<file path="src/rtl/cmp_pkg.sv">
// Shared types for the relational comparator stage and its persistence monitor.
package cmp_pkg;

    typedef enum logic [1:0] {
        REL_EQ = 2'b00,
        REL_GT = 2'b01,
        REL_LT = 2'b10
    } rel_e;

    typedef enum logic [1:0] {
        IDLE,
        ARMING,
        ALARM,
        RECOVER
    } mon_state_e;

endpackage

</file>
<file path="src/rtl/sat_counter.sv">
// Saturating up-counter with a synchronous clear that overrides increment.
module sat_counter #(
    parameter int W = 8
) (
    input  logic         clk,
    input  logic         rst_n,
    input  logic         inc,
    input  logic         clr,
    output logic [W-1:0] count
);

    always_ff @(posedge clk or negedge rst_n) begin
        if (!rst_n) begin
            count <= '0;
        end else if (clr) begin
            count <= '0;
        end else if (inc && (count != '1)) begin
            count <= count + W'(1);
        end
    end

endmodule

</file>
<file path="src/rtl/cmp_persist_monitor.sv">
// Qualifies comparator GT flags over time into a registered alarm with
// hysteresis, counts alarm episodes and flags non-one-hot flag patterns.
module cmp_persist_monitor
    import cmp_pkg::*;
#(
    parameter int PERSIST = 4,
    parameter int CLEAR   = 2,
    parameter int CNT_W   = 8
) (
    input  logic             clk,
    input  logic             rst_n,
    input  logic             in_valid,
    input  logic             eq,
    input  logic             gt,
    input  logic             lt,
    input  logic             clr_cnt,
    output logic             alarm,
    output logic             alarm_rise,
    output logic [CNT_W-1:0] evt_count,
    output logic             flag_err,
    output logic [1:0]       last_rel
);

    localparam int RUN_MAX = (PERSIST > CLEAR) ? PERSIST : CLEAR;
    localparam int RW      = $clog2(RUN_MAX + 1);
    localparam logic [RW-1:0] PERSIST_LAST = RW'(PERSIST - 1);
    localparam logic [RW-1:0] CLEAR_LAST   = RW'(CLEAR - 1);

    mon_state_e    state;
    logic [RW-1:0] run;
    rel_e          rel_q;
    logic          one_hot;
    logic          legal;
    logic          illegal;
    logic          enter;

    assign one_hot = ({eq, gt, lt} == 3'b100) || ({eq, gt, lt} == 3'b010) ||
                     ({eq, gt, lt} == 3'b001);
    assign legal   = in_valid && one_hot;
    assign illegal = in_valid && !one_hot;

    // Only fresh entries count as episodes; RECOVER->ALARM is a continuation.
    assign enter = legal && gt &&
                   (((state == IDLE) && (PERSIST == 1)) ||
                    ((state == ARMING) && (run == PERSIST_LAST)));

    assign last_rel = rel_q;

    always_ff @(posedge clk or negedge rst_n) begin
        if (!rst_n) begin
            state      <= IDLE;
            run        <= '0;
            alarm      <= 1'b0;
            alarm_rise <= 1'b0;
            flag_err   <= 1'b0;
            rel_q      <= REL_EQ;
        end else begin
            alarm_rise <= enter;
            if (clr_cnt) begin
                flag_err <= 1'b0;
            end else if (illegal) begin
                flag_err <= 1'b1;
            end
            if (legal) begin
                rel_q <= eq ? REL_EQ : (gt ? REL_GT : REL_LT);
                case (state)
                    IDLE: begin
                        if (gt) begin
                            if (PERSIST == 1) begin
                                state <= ALARM;
                                alarm <= 1'b1;
                            end else begin
                                state <= ARMING;
                                run   <= RW'(1);
                            end
                        end else begin
                            run <= '0;
                        end
                    end
                    ARMING: begin
                        if (!gt) begin
                            state <= IDLE;
                            run   <= '0;
                        end else if (run == PERSIST_LAST) begin
                            state <= ALARM;
                            run   <= '0;
                            alarm <= 1'b1;
                        end else begin
                            run <= run + RW'(1);
                        end
                    end
                    ALARM: begin
                        if (!gt) begin
                            if (CLEAR == 1) begin
                                state <= IDLE;
                                alarm <= 1'b0;
                            end else begin
                                state <= RECOVER;
                                run   <= RW'(1);
                            end
                        end
                    end
                    RECOVER: begin
                        if (gt) begin
                            state <= ALARM;
                            run   <= '0;
                        end else if (run == CLEAR_LAST) begin
                            state <= IDLE;
                            run   <= '0;
                            alarm <= 1'b0;
                        end else begin
                            run <= run + RW'(1);
                        end
                    end
                    default: begin
                        state <= IDLE;
                        run   <= '0;
                        alarm <= 1'b0;
                    end
                endcase
            end
        end
    end

    sat_counter #(.W(CNT_W)) u_evt_cnt (
        .clk   (clk),
        .rst_n (rst_n),
        .inc   (enter),
        .clr   (clr_cnt),
        .count (evt_count)
    );

endmodule

</file>
<file path="config.mk">
export PLATFORM = sky130hd
export DESIGN_NAME = cmp_persist_monitor
export DESIGN_NICKNAME = d
export VERILOG_FILES = /design/src/rtl/cmp_pkg.sv /design/src/rtl/sat_counter.sv /design/src/rtl/cmp_persist_monitor.sv
export SDC_FILE = /design/constraint.sdc
export NUM_CORES = 1
export LEC_CHECK = 0
export CORE_MARGIN = 10
export CORE_UTILIZATION = 40
export CTS_CLUSTER_SIZE = 20
export DETAILED_ROUTE_END_ITERATION = 12
export HOLD_SLACK_MARGIN = 0.02
export PLACE_DENSITY_LB_ADDON = 0.1
export SLEW_MARGIN = 25
export SYNTH_ARGS = -nofsm -noshare
export SYNTH_HDL_FRONTEND = slang
export SYNTH_SLANG_ARGS = --single-unit
export TNS_END_PERCENT = 30
</file>
<file path="constraint.sdc">
create_clock -name clk -period 1.9 [get_ports clk]
set_input_delay 0.285 -clock clk [delete_from_list [all_inputs] [get_ports clk]]
set_output_delay 0.285 -clock clk [all_outputs]
set_load 0.1 [all_outputs]
</file>
After elaboration in Yosys (flattened, before gate mapping). Cells that the tools add are included.

Output and inout port bits: 13. Register bits: 18. Word-level logic and storage cells: 67. Input port bits: 7.

$add $sub $neg: 2. Equal/unequal tests: 17. Mux-type cells: 25. Reductions and logical operators: 16.

Operators with widths (number): two-way mux 2 bit (8); two-way mux 8 bit (2); two-way mux 3 bit (5); one-hot mux 3 bit (4 select lines) (1); != test 2 bit (second input constant) (5); adder 8 x 1 -> 8 bit (second input constant) (1); != test 8 bit (second input constant) (1); one-hot mux 2 bit (4 select lines) (1); two-way mux 1 bit (7); == test 3 x 1 -> 1 bit (second input constant) (2); == test 3 x 2 -> 1 bit (second input constant) (2); logical AND 1 bit (6); AND reduction 6 bit (1); nonzero test 2 bit (3); AND reduction 5 bit (1); == test 2 bit (second input constant) (2); adder 3 x 1 -> 3 bit (second input constant) (1); == test 3 bit (second input constant) (1); != test 3 x 2 -> 1 bit (second input constant) (1); != test 3 bit (second input constant) (1); == test 2 x 1 -> 1 bit (second input constant) (1); logical NOT 2 bit (1); logical OR 1 bit (2); != test 2 x 1 -> 1 bit (second input constant) (1); other kinds (3) (3).

Logic depth before layout (Yosys ltp).
Depth in word-level cells: 9. Gate-level depth with buffers: 7.

Modules after synthesis. A second synthesis with hierarchy kept.

Cells, all modules: 113. Area, all modules: 1117.3 µm².

Modules (own cells, without submodules): cmp_persist_monitor (area each 653.1 µm², instances 1, seq. area each 250.2 µm², cells an instance 64); sat_counter (area each 464.2 µm², instances 1, seq. area each 200.2 µm², cells an instance 49).

Worst setup path before layout. OpenSTA, ideal clock, no wires.

Path type: register to register. Start: reg u_evt_cnt.count[0]. End: reg u_evt_cnt.count[7]. Data arrival time: 2.132 ns. Buffers on the path: 1. Clock period less this slack: 2.259 ns. Cell stages (with the launch flop): 7. Setup slack: -0.359 ns. Cell sequence: dfrtp_1 -> ha_1 -> inv_1 -> nor3_1 -> buf_2 -> nor4_1 -> mux2_1.

Word-level cells in the longest chain between the ends: 3. Elaborated cells between the ends (all ways): 6. Classes of those cells: 1 x add/sub; 1 x eq/ne; 2 x mux; 2 x reduce/logical.

RTL lines: from (decl) (line sat_counter.sv:9) `output logic [W-1:0] count`; from (signal assigned) (line sat_counter.sv:18) `count <= count + W'(1);`; adder 8 x 1 -> 8 bit / != test 8 bit (equally long branches) (line sat_counter.sv:18, sat_counter.sv:17); two-way mux 8 bit / logical AND 1 bit (equally long branches) (line sat_counter.sv:17) `end else if (inc && (count != '1)) begin`; two-way mux 8 bit / nonzero test 2 bit (equally long branches).

Parallel ways exist; a longest one is shown, timed or not. The select of a mux whose other input is x is not followed. A chain may end at the register's enable or synchronous reset.

Worst setup path after layout.
Start: reg run[1]. End: reg u_evt_cnt.count[4].

Word-level cells in the longest chain between the ends: 5.

RTL lines: from (decl) (line cmp_persist_monitor.sv:30) `logic [RW-1:0] run;`; from (signal assigned) (line cmp_persist_monitor.sv:89) `run <= run + RW'(1);`; from (signal assigned) (line cmp_persist_monitor.sv:112) `run <= run + RW'(1);`; == test 3 x 2 -> 1 bit (line cmp_persist_monitor.sv:45) `((state == ARMING) && (run == PERSIST_LAST)));`; logical AND 1 bit (line cmp_persist_monitor.sv:45); logical AND 1 bit (line cmp_persist_monitor.sv:43) `assign enter = legal && gt &&`; logical AND 1 bit (line sat_counter.sv:17); nonzero test 2 bit (no line).

Every way passes these cells.

==> results by group <==
Die
  – Row count: 18
  – Starting Density: 43.3%
  – Die footprint: 0.00526 mm^2
  – Die span in y: 72.5 um
  – Die width: 72.5 um
  – Core area: 0.00254 mm^2
  – # IOs: 20

Global route
  – Initial antenna violation count: 0
  – First-pass GRT wire length: 4690 um
  – Vias in the first global route: 999
  – Total GRT Usage: 10.6%
  – Pin count of the biggest net entering global routing: 19
  – Total grt overflow: 0

Cells and area
  – Area Growth Syn to Fin: 40.3%
  – Layout cells sized above 1: 37.6%
  – Sequential Area: 465 um^2
  – Layout Nets: 170
  – Area of the multi-input gates: 631 um^2
  – Fillers: 213
  – Post-route cell area: 0.00155 mm^2
  – # diodes: 0

Critical path
  – FF-to-FF setup slack: 0.12 ns
  – Maximum fanout along the worst path: 10
  – Worst R2R Start: run[1]
  – Crit Reg-Reg Endpoint: u_evt_cnt.count[4]
  – Worst Reg-to-Reg Cells: 5
  – Critical Path Source Type: register
  – Kind of critical path: register to register
  – Crit path DAT: 2.00 ns
  – Required @ worst endpoint: 2.11 ns
  – Crit end category: register

STA
  – RSZ-0062 raised after global routing: false
  – Relative slew slack: 68.3%
  – Worst-Margin Slew: 0.474 ns
  – Worst hold slack: 0.315 ns
  – Fmax: 0.561 GHz
  – Final min period: 1.78 ns
  – # setup viols final: 0
  – Setup Skew: 0.00494 ns
  – Hold Violations, Final: 0
  – Period utilization: 93.9%
  – Final Max Tran Viols: 0

Power
  – Flop pwr share: 38.1%
  – Pwr Density: 773 mW/mm^2
  – P_leak: 0.697 nW
  – Internal: 0.732 mW
  – Comb pwr share: 41.5%
  – VDD IR max: 0.652 mV
  – Sw Ratio: 38.8%
  – Net Switching: 0.463 mW
  – Clock Power Share: 20.4%

Synthesis
  – FF+latch count, synth: 18
  – Post-Syn Nets: 128
  – Ranking of synthesized cells by area: dfrtp_1 (41%), ha_1 (5.7%), o31ai_1 (4.1%)
  – Synth Area per Inst: 9.50 um^2
  – Warnings from Yosys: 0
  – Synth top area share: 40.9%
  – Synth Instances: 116
  – Cell taking the most area after synthesis: dfrtp_1
  – Post-synth EDFFs: 0
  – Most used DFF post-synth: dfrtp_1
  – Sequential share of the synthesized area: 40.9%
  – Synth cell types: 37
  – Asr flop ratio synth: 100%
  – Cell Area, Synth: 0.00110 mm^2

Clock tree
  – Post-CTS Setup Inserts: 0
  – Clock sinks: 18
  – CTS tree: yes
  – CTS Buf Count: 3
  – Clk buf depth: 2
  – # hold bufs at CTS: 0
  – Clock-pin slew on the worst setup and hold paths: 0.11 ns
  – Worst-Skew Late Latency: 0.29 ns
  – CTS root buf: clkbuf_4
  – Htree depth: 1

Routing
  – First-pass detailed-route iteration total: 4
  – Total wire length: 2900 um
  – Via count: 1,030
  – Antenna viol nets, final: 0
  – DR WL/cell: 15.5 um
  – Vias/cell: 5.51
  – Detailed Route Iter0 Violations: 44
  – # DRC: 0

Worst hold path
  – Worst min path class: input port to asynchronous set/reset pin

Placement
  – Area after DPL: 0.00147 mm^2
  – Gpl congestion: 0.856
  – Port bufs: 19
  – DP HPWL: 2120 um

Flow run
  – Maxcap violations: 0

Run status
  – Outcome: complete, no violations
[cell usage after synthesis (all sizes together), types with 2 or more instances]
| cell type | number |
|---|---|
| a21oi | 6 |
| a22oi | 2 |
| a32o | 2 |
| and3 | 2 |
| buf | 4 |
| dfrtp | 18 |
| ha | 5 |
| inv | 9 |
| mux2 | 3 |
| nand2 | 8 |
| nand2b | 3 |
| nand3 | 6 |
| nor2 | 7 |
| nor2b | 6 |
| nor3 | 2 |
| nor3b | 2 |
| nor4 | 2 |
| o21ai | 4 |
| o31ai | 6 |
| o41ai | 2 |
| or3 | 2 |
| or4 | 4 |
[worst max-delay path: stages, from the launching register on]
cell and delay [ns]:
dfrtp_1 0.39, ha_1 0.22, nor2b_2 0.22, nand3_4 0.16, or4_1 0.53, a21oi_1 0.19
[cell usage in the layout, fill, tap and decap left out, types with 2 or more instances in the layout]
master	count
clkbuf_4	3
a32o_1	2
nor3b_2	2
nand3_1	5
nand2b_1	3
dfrtp_1	10
a21oi_1	6
nor2b_1	5
and3_1	2
nand2_1	8
dfrtp_4	2
or3_1	2
inv_1	8
mux2_1	2
ha_1	5
nor2_1	7
o21ai_0	4
buf_4	35
or4_1	4
clkdlybuf4s50_1	6
o41ai_1	2
o31ai_1	6
dfrtp_2	6
[sequential cells by signal, summed over array words and instances (netlist names), named ones only]
name	flops
state	1
flag_err	1
alarm	1
run	3
alarm_rise	1
u_evt_cnt.count	8
last_rel	2
[layer usage]
| layer | part of all wire, % | wire [um] | vias up | global-route usage (%) |
|---|---|---|---|---|
| li1 | - | - | 506 | - |
| met1 | 50 | 1450 | 484 | 14.4 |
| met2 | 42 | 1230 | 34 | 15.6 |
| met3 | 6.7 | 193 | 6 | 3.27 |
| met4 | 1.1 | 31 | 0 | 3.16 |
| met5 | 0 | 0 | - | 0 |
[logic make-up after synthesis]
family	Yosys count	share of synthesized area, %
AO/OA/AOI/OAI	26	17.3
flip-flops	18	40.9
adder cells (fa/ha/maj)	5	5.68
buffers and inverters	14	5.22
multiplexers	4	3.97
XOR/XNOR	1	1.48
AND/OR/NAND/NOR	48	25.5
[power groups by stage]
stage / Clock, mW / Combinational [mW] / Sequential (mW)
finish: 0.244 / 0.496 / 0.456
global route: 0.272 / 0.535 / 0.462
CTS: 0.258 / 0.494 / 0.457
detailed placement: 0 / 0.491 / 0.463
global placement: 0 / 0.474 / 0.463
floorplan: 0 / 0.194 / 0.583
[worst max path at each step]
stage / cells after the start / end / from / slack, ns
6_report: 5 / u_evt_cnt.count[4] / run[1] / 0.12
5_1_grt: 5 / u_evt_cnt.count[4] / run[1] / 0.03
4_1_cts: 5 / u_evt_cnt.count[7] / run[1] / 0.04
3_5_place_dp: 5 / u_evt_cnt.count[7] / in_valid / -0.18
3_3_place_gp: 5 / u_evt_cnt.count[7] / eq / -0.17
2_1_floorplan: 6 / u_evt_cnt.count[7] / u_evt_cnt.count[0] / 0.02
[cell type report]
| class | count | area share [%] |
|---|---|---|
| Inverter | 9 | 2.18 |
| Multi-Input combinational cell | 84 | 40.8 |
| Sequential cell | 18 | 30.1 |
| Clock buffer | 4 | 2.35 |
| Tap cell | 30 | 2.43 |
| Timing Repair Buffer | 42 | 22.2 |
[through the flow]
| step | setup TNS, ns | power (mW) | utilization, % | worst slack, ns | std cells |
|---|---|---|---|---|---|
| 2_1_floorplan | 0 | 0.777 | - | 0.0195 | 116 |
| 3_3_place_gp | -0.576 | 0.937 | 57.9 | -0.174 | 183 |
| 3_5_place_dp | -0.707 | 0.954 | 57.9 | -0.176 | 183 |
| 4_1_cts | 0 | 1.21 | 59.5 | 0.0354 | 187 |
| 5_1_grt | 0 | 1.27 | 60.8 | 0.0264 | 187 |
| 6_report | 0 | 1.20 | 60.8 | 0.116 | 187 |
[timing repair]
item / in CTS / in global routing
gates resized for setup: 1 / 5
setup endpoints to repair: 2 / 3
cloned: 0 / 0
No activity file was read; power rests on OpenSTA's default activity.
